**config.mk**
```make
export PLATFORM = sky130hd
export DESIGN_NAME = load_store_unit
export DESIGN_NICKNAME = d
export VERILOG_FILES = /design/src/rtl/lsu_pkg.sv /design/src/rtl/lsu_byte_merge.sv /design/src/rtl/load_store_unit.sv
export SDC_FILE = /design/constraint.sdc
export NUM_CORES = 1
export LEC_CHECK = 0
export CELL_PAD_IN_SITES_DETAIL_PLACEMENT = 1
export CELL_PAD_IN_SITES_GLOBAL_PLACEMENT = 1
export CORE_MARGIN = 4
export CORE_UTILIZATION = 32
export DETAILED_ROUTE_END_ITERATION = 8
export PLACE_DENSITY_LB_ADDON = 0.1
export SETUP_SLACK_MARGIN = 0.15
export SLEW_MARGIN = 20
export SYNTH_ARGS = -nofsm -noshare
export SYNTH_HDL_FRONTEND = slang
export SYNTH_SLANG_ARGS = --single-unit
```
**constraint.sdc**
```tcl
create_clock -name Clk -period 2.7 [get_ports Clk]
set_input_delay 0.405 -clock Clk [delete_from_list [all_inputs] [get_ports Clk]]
set_output_delay 0.405 -clock Clk [all_outputs]
set_load 0.01 [all_outputs]
```
**src/rtl/lsu_pkg.sv**
```systemverilog
// Shared FSM encoding, width defaults and byte-lane constants for the load/store unit.
// Latency: n/a (declarations only).
// Backpressure: n/a.
//
// Contents: LSU_ADDR_W / LSU_DATA_W defaults, LSU_BYTE_W, lane selectors
// LANE_LO / LANE_HI, and the lsu_state_e state enum.
package lsu_pkg;

    localparam int LSU_ADDR_W = 16;
    localparam int LSU_DATA_W = 16;
    localparam int LSU_BYTE_W = 8;

    // Byte-lane selector values: LO = bits 7:0, HI = bits 15:8
    localparam logic LANE_LO = 1'b0;
    localparam logic LANE_HI = 1'b1;

    typedef enum logic [2:0] {
        ST_IDLE = 3'd0,
        ST_RD   = 3'd1,
        ST_RDW  = 3'd2,
        ST_WR   = 3'd3,
        ST_DONE = 3'd4
    } lsu_state_e;

endpackage

```
**src/rtl/lsu_byte_merge.sv**
```systemverilog
// Byte-lane extract (with optional sign extension) and byte-lane merge for 16-bit words.
// Latency: purely combinational.
// Backpressure: none.
//
// Ports: word (memory word), bval (byte to insert), bsel (lane), sext (sign-extend
// the extracted byte), extracted (selected lane widened to a word), merged (word
// with the selected lane replaced by bval).
module lsu_byte_merge
    import lsu_pkg::*;
(
    input  logic [LSU_DATA_W-1:0] word,
    input  logic [LSU_BYTE_W-1:0] bval,
    input  logic                  bsel,
    input  logic                  sext,
    output logic [LSU_DATA_W-1:0] extracted,
    output logic [LSU_DATA_W-1:0] merged
);

    logic [LSU_BYTE_W-1:0] lane;

    assign lane      = (bsel == LANE_HI) ? word[15:8] : word[7:0];
    assign extracted = {{(LSU_DATA_W-LSU_BYTE_W){sext & lane[LSU_BYTE_W-1]}}, lane};
    assign merged    = (bsel == LANE_HI) ? {bval, word[7:0]} : {word[15:8], bval};

endmodule

```
**src/rtl/load_store_unit.sv**
```systemverilog
// Load/store unit: sequences word/byte loads and stores onto a 1-cycle-latency sync memory.
// Latency: word store 2, load 3, byte store (read-modify-write) 4 cycles from acceptance to Resp_valid.
// Backpressure: Req_ready high only in IDLE; no response backpressure.
//
// Ports: Clk, Rst_n (async active-low); request Req_valid/Req_ready/Req_write/Req_byte/
// Req_bsel/Req_signed/Req_addr/Req_wdata; response Resp_valid/Resp_rdata;
// memory Mem_addr/Mem_wdata/Mem_read/Mem_write/Mem_rdata.
// Build option: define LSU_BYTE_OPS_EN to enable byte loads/stores; otherwise the
// byte controls are ignored and every access is a full word.
module load_store_unit
    import lsu_pkg::*;
#(
    parameter int ADDR_W = LSU_ADDR_W,
    parameter int DATA_W = LSU_DATA_W
)(
    input  logic              Clk,
    input  logic              Rst_n,
    input  logic              Req_valid,
    output logic              Req_ready,
    input  logic              Req_write,
    input  logic              Req_byte,
    input  logic              Req_bsel,
    input  logic              Req_signed,
    input  logic [ADDR_W-1:0] Req_addr,
    input  logic [DATA_W-1:0] Req_wdata,
    output logic              Resp_valid,
    output logic [DATA_W-1:0] Resp_rdata,
    output logic [ADDR_W-1:0] Mem_addr,
    output logic [DATA_W-1:0] Mem_wdata,
    output logic              Mem_read,
    output logic              Mem_write,
    input  logic [DATA_W-1:0] Mem_rdata
);

    lsu_state_e        state;
    logic [DATA_W-1:0] lane_word;
    logic [DATA_W-1:0] lane_merged;
    logic              m_bsel;
    logic              m_sext;

    // Mem_wdata doubles as the store-data register; its low byte is the byte to insert.
    lsu_byte_merge u_merge (
        .word      (Mem_rdata),
        .bval      (Mem_wdata[7:0]),
        .bsel      (m_bsel),
        .sext      (m_sext),
        .extracted (lane_word),
        .merged    (lane_merged)
    );

`ifdef LSU_BYTE_OPS_EN
    logic write_q;
    logic byte_q;
    logic bsel_q;
    logic signed_q;

    always_ff @(posedge Clk or negedge Rst_n) begin
        if (!Rst_n) begin
            write_q  <= 1'b0;
            byte_q   <= 1'b0;
            bsel_q   <= 1'b0;
            signed_q <= 1'b0;
        end else if (state == ST_IDLE && Req_valid) begin
            write_q  <= Req_write;
            byte_q   <= Req_byte;
            bsel_q   <= Req_bsel;
            signed_q <= Req_signed;
        end
    end

    assign m_bsel = bsel_q;
    assign m_sext = signed_q;
`else
    logic unused_byte_ctl;

    assign m_bsel          = 1'b0;
    assign m_sext          = 1'b0;
    assign unused_byte_ctl = ^{Req_byte, Req_bsel, Req_signed, lane_word, lane_merged};
`endif

    always_ff @(posedge Clk or negedge Rst_n) begin
        if (!Rst_n) begin
            state      <= ST_IDLE;
            Mem_addr   <= '0;
            Mem_wdata  <= '0;
            Resp_rdata <= '0;
        end else begin
            unique case (state)
                ST_IDLE: begin
                    if (Req_valid) begin
                        Mem_addr  <= Req_addr;
                        Mem_wdata <= Req_wdata;
`ifdef LSU_BYTE_OPS_EN
                        // Byte stores must read the word first to preserve the other lane.
                        state <= (Req_write && !Req_byte) ? ST_WR : ST_RD;
`else
                        state <= Req_write ? ST_WR : ST_RD;
`endif
                    end
                end
                ST_RD: state <= ST_RDW;
                ST_RDW: begin
`ifdef LSU_BYTE_OPS_EN
                    // Only byte stores reach RDW with write set: latch the merged word.
                    if (write_q) begin
                        Mem_wdata <= lane_merged;
                        state     <= ST_WR;
                    end else begin
                        Resp_rdata <= byte_q ? lane_word : Mem_rdata;
                        state      <= ST_DONE;
                    end
`else
                    Resp_rdata <= Mem_rdata;
                    state      <= ST_DONE;
`endif
                end
                ST_WR:   state <= ST_DONE;
                ST_DONE: state <= ST_IDLE;
                default: state <= ST_IDLE;
            endcase
        end
    end

    // Strobes decode from the state register only, so they are mutually exclusive.
    assign Req_ready  = (state == ST_IDLE);
    assign Mem_read   = (state == ST_RD);
    assign Mem_write  = (state == ST_WR);
    assign Resp_valid = (state == ST_DONE);

endmodule

```
==> metrics.txt <==
# TYPE chip_impl_metric gauge
chip_impl_metric{name="post_cts_hold_buffer_count",unit=""} 0
chip_impl_info{name="layout_commonest_cell",value="clkdlybuf4s50_1"} 1
chip_impl_metric{name="synth.avg_cell_area",unit="um2"} 17.22
chip_impl_metric{name="slew_hr",unit="%"} 46.76
chip_impl_metric{name="use_met3",unit="%"} 5.894
chip_impl_info{name="mostFrequentLayoutCells",value="clkdlybuf4s50_1 (102), dfrtp_1 (51), mux2_2 (43)"} 1
chip_impl_metric{name="num_vias",unit=""} 1333
chip_impl_metric{name="place_hpwl",unit="um"} 3904
chip_impl_metric{name="worstSkewPairLatency",unit="ps"} 290
chip_impl_metric{name="crit_path_max_fanout",unit=""} 7
chip_impl_metric{name="design.final.nets",unit=""} 275
chip_impl_metric{name="final_antenna_net_count",unit=""} 0
chip_impl_metric{name="die_h",unit="um"} 86.33
chip_impl_metric{name="cts-root-to-sink-buffers",unit=""} 2
chip_impl_metric{name="post_route_standard_cell_area_excluding_fillers",unit="mm2"} 0.003124
chip_impl_info{name="timing.critical_path.from",value="state[1]$_DFFE_PN0P_"} 1
chip_impl_metric{name="maxCapViolations",unit=""} 0
chip_impl_metric{name="wl",unit="um"} 4979
chip_impl_metric{name="dp_worst_setup_slack",unit="ps"} 650.1
chip_impl_metric{name="antenna_cells_inserted",unit=""} 0
chip_impl_info{name="start_kind",value="flip-flop"} 1
chip_impl_info{name="timing_worst_setup_path_type",value="flip-flop to output pin"} 1
chip_impl_metric{name="global_route.usage.total",unit="%"} 13.94
chip_impl_metric{name="routedWlPerCell",unit="um"} 16.88
chip_impl_metric{name="cts_resized",unit=""} 0
chip_impl_metric{name="post_cts_buffers",unit=""} 0
chip_impl_metric{name="pin_count_of_the_biggest_net_entering_global_routing",unit=""} 52
chip_impl_metric{name="dieArea",unit="mm2"} 0.007452
chip_impl_info{name="worstSetupEndpointType",value="output pin"} 1
chip_impl_metric{name="ys_warn_count",unit=""} 0
chip_impl_metric{name="place.port_buffers",unit=""} 103
chip_impl_info{name="grt_most_used_layer",value="met2"} 1
chip_impl_info{name="synth.top_cells.by_area",value="dfrtp_1 (65%), mux2_2 (25%), buf_6 (2.9%)"} 1
chip_impl_metric{name="post_syn_instances",unit=""} 114
chip_impl_metric{name="finalWeightedCongestion",unit=""} 0.7218
chip_impl_metric{name="net-switching-power",unit="mW"} 1.090
chip_impl_metric{name="stdcell_count",unit=""} 295
chip_impl_metric{name="initial_drc_count",unit=""} 28
chip_impl_metric{name="synth_seq_area_share",unit="%"} 65.01
chip_impl_metric{name="ys_seq_elements",unit=""} 51
chip_impl_metric{name="power-per-cell-area",unit="mW/mm2"} 1144
chip_impl_metric{name="p_leak",unit="nW"} 1.267
chip_impl_metric{name="grt_first_pass_wirelength",unit="um"} 7900
chip_impl_metric{name="grt_pass1_vias",unit=""} 1541
chip_impl_metric{name="core_region_area",unit="mm2"} 0.005921
chip_impl_info{name="timing.rr.start",value="state[1]$_DFFE_PN0P_"} 1
chip_impl_metric{name="share_comb_of_total_power",unit="%"} 49.2
chip_impl_metric{name="synth.distinct_cells",unit=""} 12
chip_impl_metric{name="ir_drop",unit="mV"} 0.4897
chip_impl_metric{name="htreeDepth",unit=""} 2
chip_impl_metric{name="drtPass1Iterations",unit=""} 2
chip_impl_metric{name="worst-slew-pin-transition",unit="ps"} 797.8
chip_impl_metric{name="power.share.sequential",unit="%"} 38.9
chip_impl_metric{name="std_cell_rows",unit=""} 28
chip_impl_metric{name="clock.fmax",unit="MHz"} 471.1
chip_impl_metric{name="die-width",unit="um"} 86.33
chip_impl_metric{name="power.share.clock",unit="%"} 12.0
chip_impl_metric{name="synth_largest_type_area_fraction",unit="%"} 65.01
chip_impl_info{name="clock_tree_from_tritoncts",value="built"} 1
chip_impl_metric{name="hold_violations",unit=""} 0
chip_impl_metric{name="fin_tns_setup",unit="ps"} 0
chip_impl_metric{name="finalMaxSlewViolations",unit=""} 0
chip_impl_metric{name="floorplan.io_pins",unit=""} 107
chip_impl_metric{name="required",unit="ps"} 2300
chip_impl_metric{name="globalRouteMet1Util",unit="%"} 13.65
chip_impl_info{name="endpoint",value="Mem_write"} 1
chip_impl_metric{name="final.hold.worst_slack",unit="ps"} 207.5
chip_impl_info{name="yosys.area.top_type",value="dfrtp_1"} 1
chip_impl_metric{name="final.fill_count",unit=""} 583
chip_impl_metric{name="period_share",unit="%"} 78.61
chip_impl_metric{name="number_of_cts_inserted_buffers",unit=""} 5
chip_impl_metric{name="p_int",unit="mW"} 2.484
chip_impl_metric{name="vias_per_cell",unit=""} 4.519
chip_impl_info{name="cts_root_buffer_type",value="clkbuf_8"} 1
chip_impl_metric{name="antenna_violations_before_repair",unit=""} 0
chip_impl_metric{name="post-route-min-period",unit="ps"} 2122
chip_impl_metric{name="finalPower",unit="mW"} 3.574
chip_impl_metric{name="cts_sinks",unit=""} 51
chip_impl_metric{name="share_of_cells_above_drive_strength_1",unit="%"} 25.00
chip_impl_info{name="run_status",value="finished clean"} 1
chip_impl_metric{name="remaining_drc_errors",unit=""} 0
chip_impl_metric{name="overflow",unit=""} 0
chip_impl_metric{name="dpl-instance-area",unit="mm2"} 0.003037
chip_impl_metric{name="synthesis.area",unit="mm2"} 0.001963
chip_impl_metric{name="synth.net_count",unit=""} 169
chip_impl_metric{name="postLayoutCoreUtil",unit="%"} 52.77
chip_impl_info{name="rsz0062_at_grt",value="no"} 1
chip_impl_metric{name="fin_skew",unit="ps"} 4.363
chip_impl_metric{name="power.share.switching",unit="%"} 30.50
chip_impl_metric{name="worst_ep_arrival_time",unit="ps"} 1720
chip_impl_metric{name="place.detailed.instances",unit=""} 288
chip_impl_info{name="timing.hold.worst.class",value="input port to asynchronous set/reset pin"} 1
chip_impl_metric{name="flow.area_growth_from_synthesis",unit="%"} 59.15
chip_impl_info{name="worstReg2RegEnd",value="Resp_rdata[4]$_DFFE_PN0N_"} 1
chip_impl_metric{name="grt.met2_usage",unit="%"} 26.70
chip_impl_metric{name="timing.final.ws_setup",unit="ps"} 577.5
chip_impl_metric{name="setup.reg_to_reg.worst_slack",unit="ps"} 920
chip_impl_metric{name="floorplan.initialDensity",unit="%"} 33.16
chip_impl_metric{name="r2r_cells",unit=""} 2
chip_impl_metric{name="clkSlewWorstSetupHoldPaths",unit="ps"} 80
chip_impl_metric{name="setup_violations",unit=""} 0
cell usage after synthesis (all sizes together):
cell type / instances
nor3b: 3
and2: 1
nor2b: 1
buf: 6
mux2: 48
nor4b: 1
dfrtp: 51
nor3: 2
a21oi: 1
per-layer routing:
metal	vias to the layer above	share of wire, %
met5	-	0
met4	0	0.44
met3	3	8.6
met2	59	57
met1	661	34
li1	610	-
flip-flops by register name, indices dropped and copies added, names as in the netlist:
| register | cells |
|---|---|
| Resp_rdata | 16 |
| Mem_addr | 16 |
| state | 3 |
| Mem_wdata | 16 |
power by group through the flow:
stage / Sequential, mW / Combinational, mW / Clock (mW)
3_3_place_gp: 1.37 / 1.73 / 0
2_1_floorplan: 1.53 / 0.666 / 0
4_1_cts: 1.40 / 1.80 / 0.458
6_report: 1.39 / 1.76 / 0.428
5_1_grt: 1.45 / 1.86 / 0.490
3_5_place_dp: 1.41 / 1.79 / 0
kinds of logic (layout without fill, tap and decap cells):
group / after synthesis / in the layout / synth area share (%)
AOI/OAI and AO/OA: 1 / 1 / 0.2547
buffers and inverters: 6 / 112 / 3.123
DFF: 51 / 51 / 65.01
muxes: 48 / 48 / 27.53
and+or+nand+nor: 8 / 8 / 4.079
critical path, stage by stage (launching register included):
cell and delay [ps]:
dfrtp_1 500, nor2b_1 220, and2_1 150, clkdlybuf4s50_1 550
cell type report:
class                           instances  area [um2]  area share [%]
Sequential cell                        51        1276           40.85
Clock buffer                            6       82.58           2.643
Clock inverter                          1       5.005          0.1602
Multi-Input combinational cell         57       625.6           20.02
Tap cell                               75       93.84           3.004
Timing Repair Buffer                  105        1041           33.32
worst min-delay path by stage:
stage | startpoint | end | slack (ps)
floorplan | Rst_n | Mem_addr[0]$_DFFE_PN0P_ | 110
detailed placement | Mem_wdata[10]$_DFFE_PN0P_ | Mem_wdata[10]$_DFFE_PN0P_ | 480
global route | Rst_n | Mem_wdata[15]$_DFFE_PN0P_ | 270
global placement | Mem_wdata[1]$_DFFE_PN0P_ | Mem_wdata[1]$_DFFE_PN0P_ | 470
finish | Rst_n | Resp_rdata[7]$_DFFE_PN0N_ | 210
CTS | Rst_n | Resp_rdata[6]$_DFFE_PN0N_ | 230
Note: power is estimated with default switching activity, not from simulation.
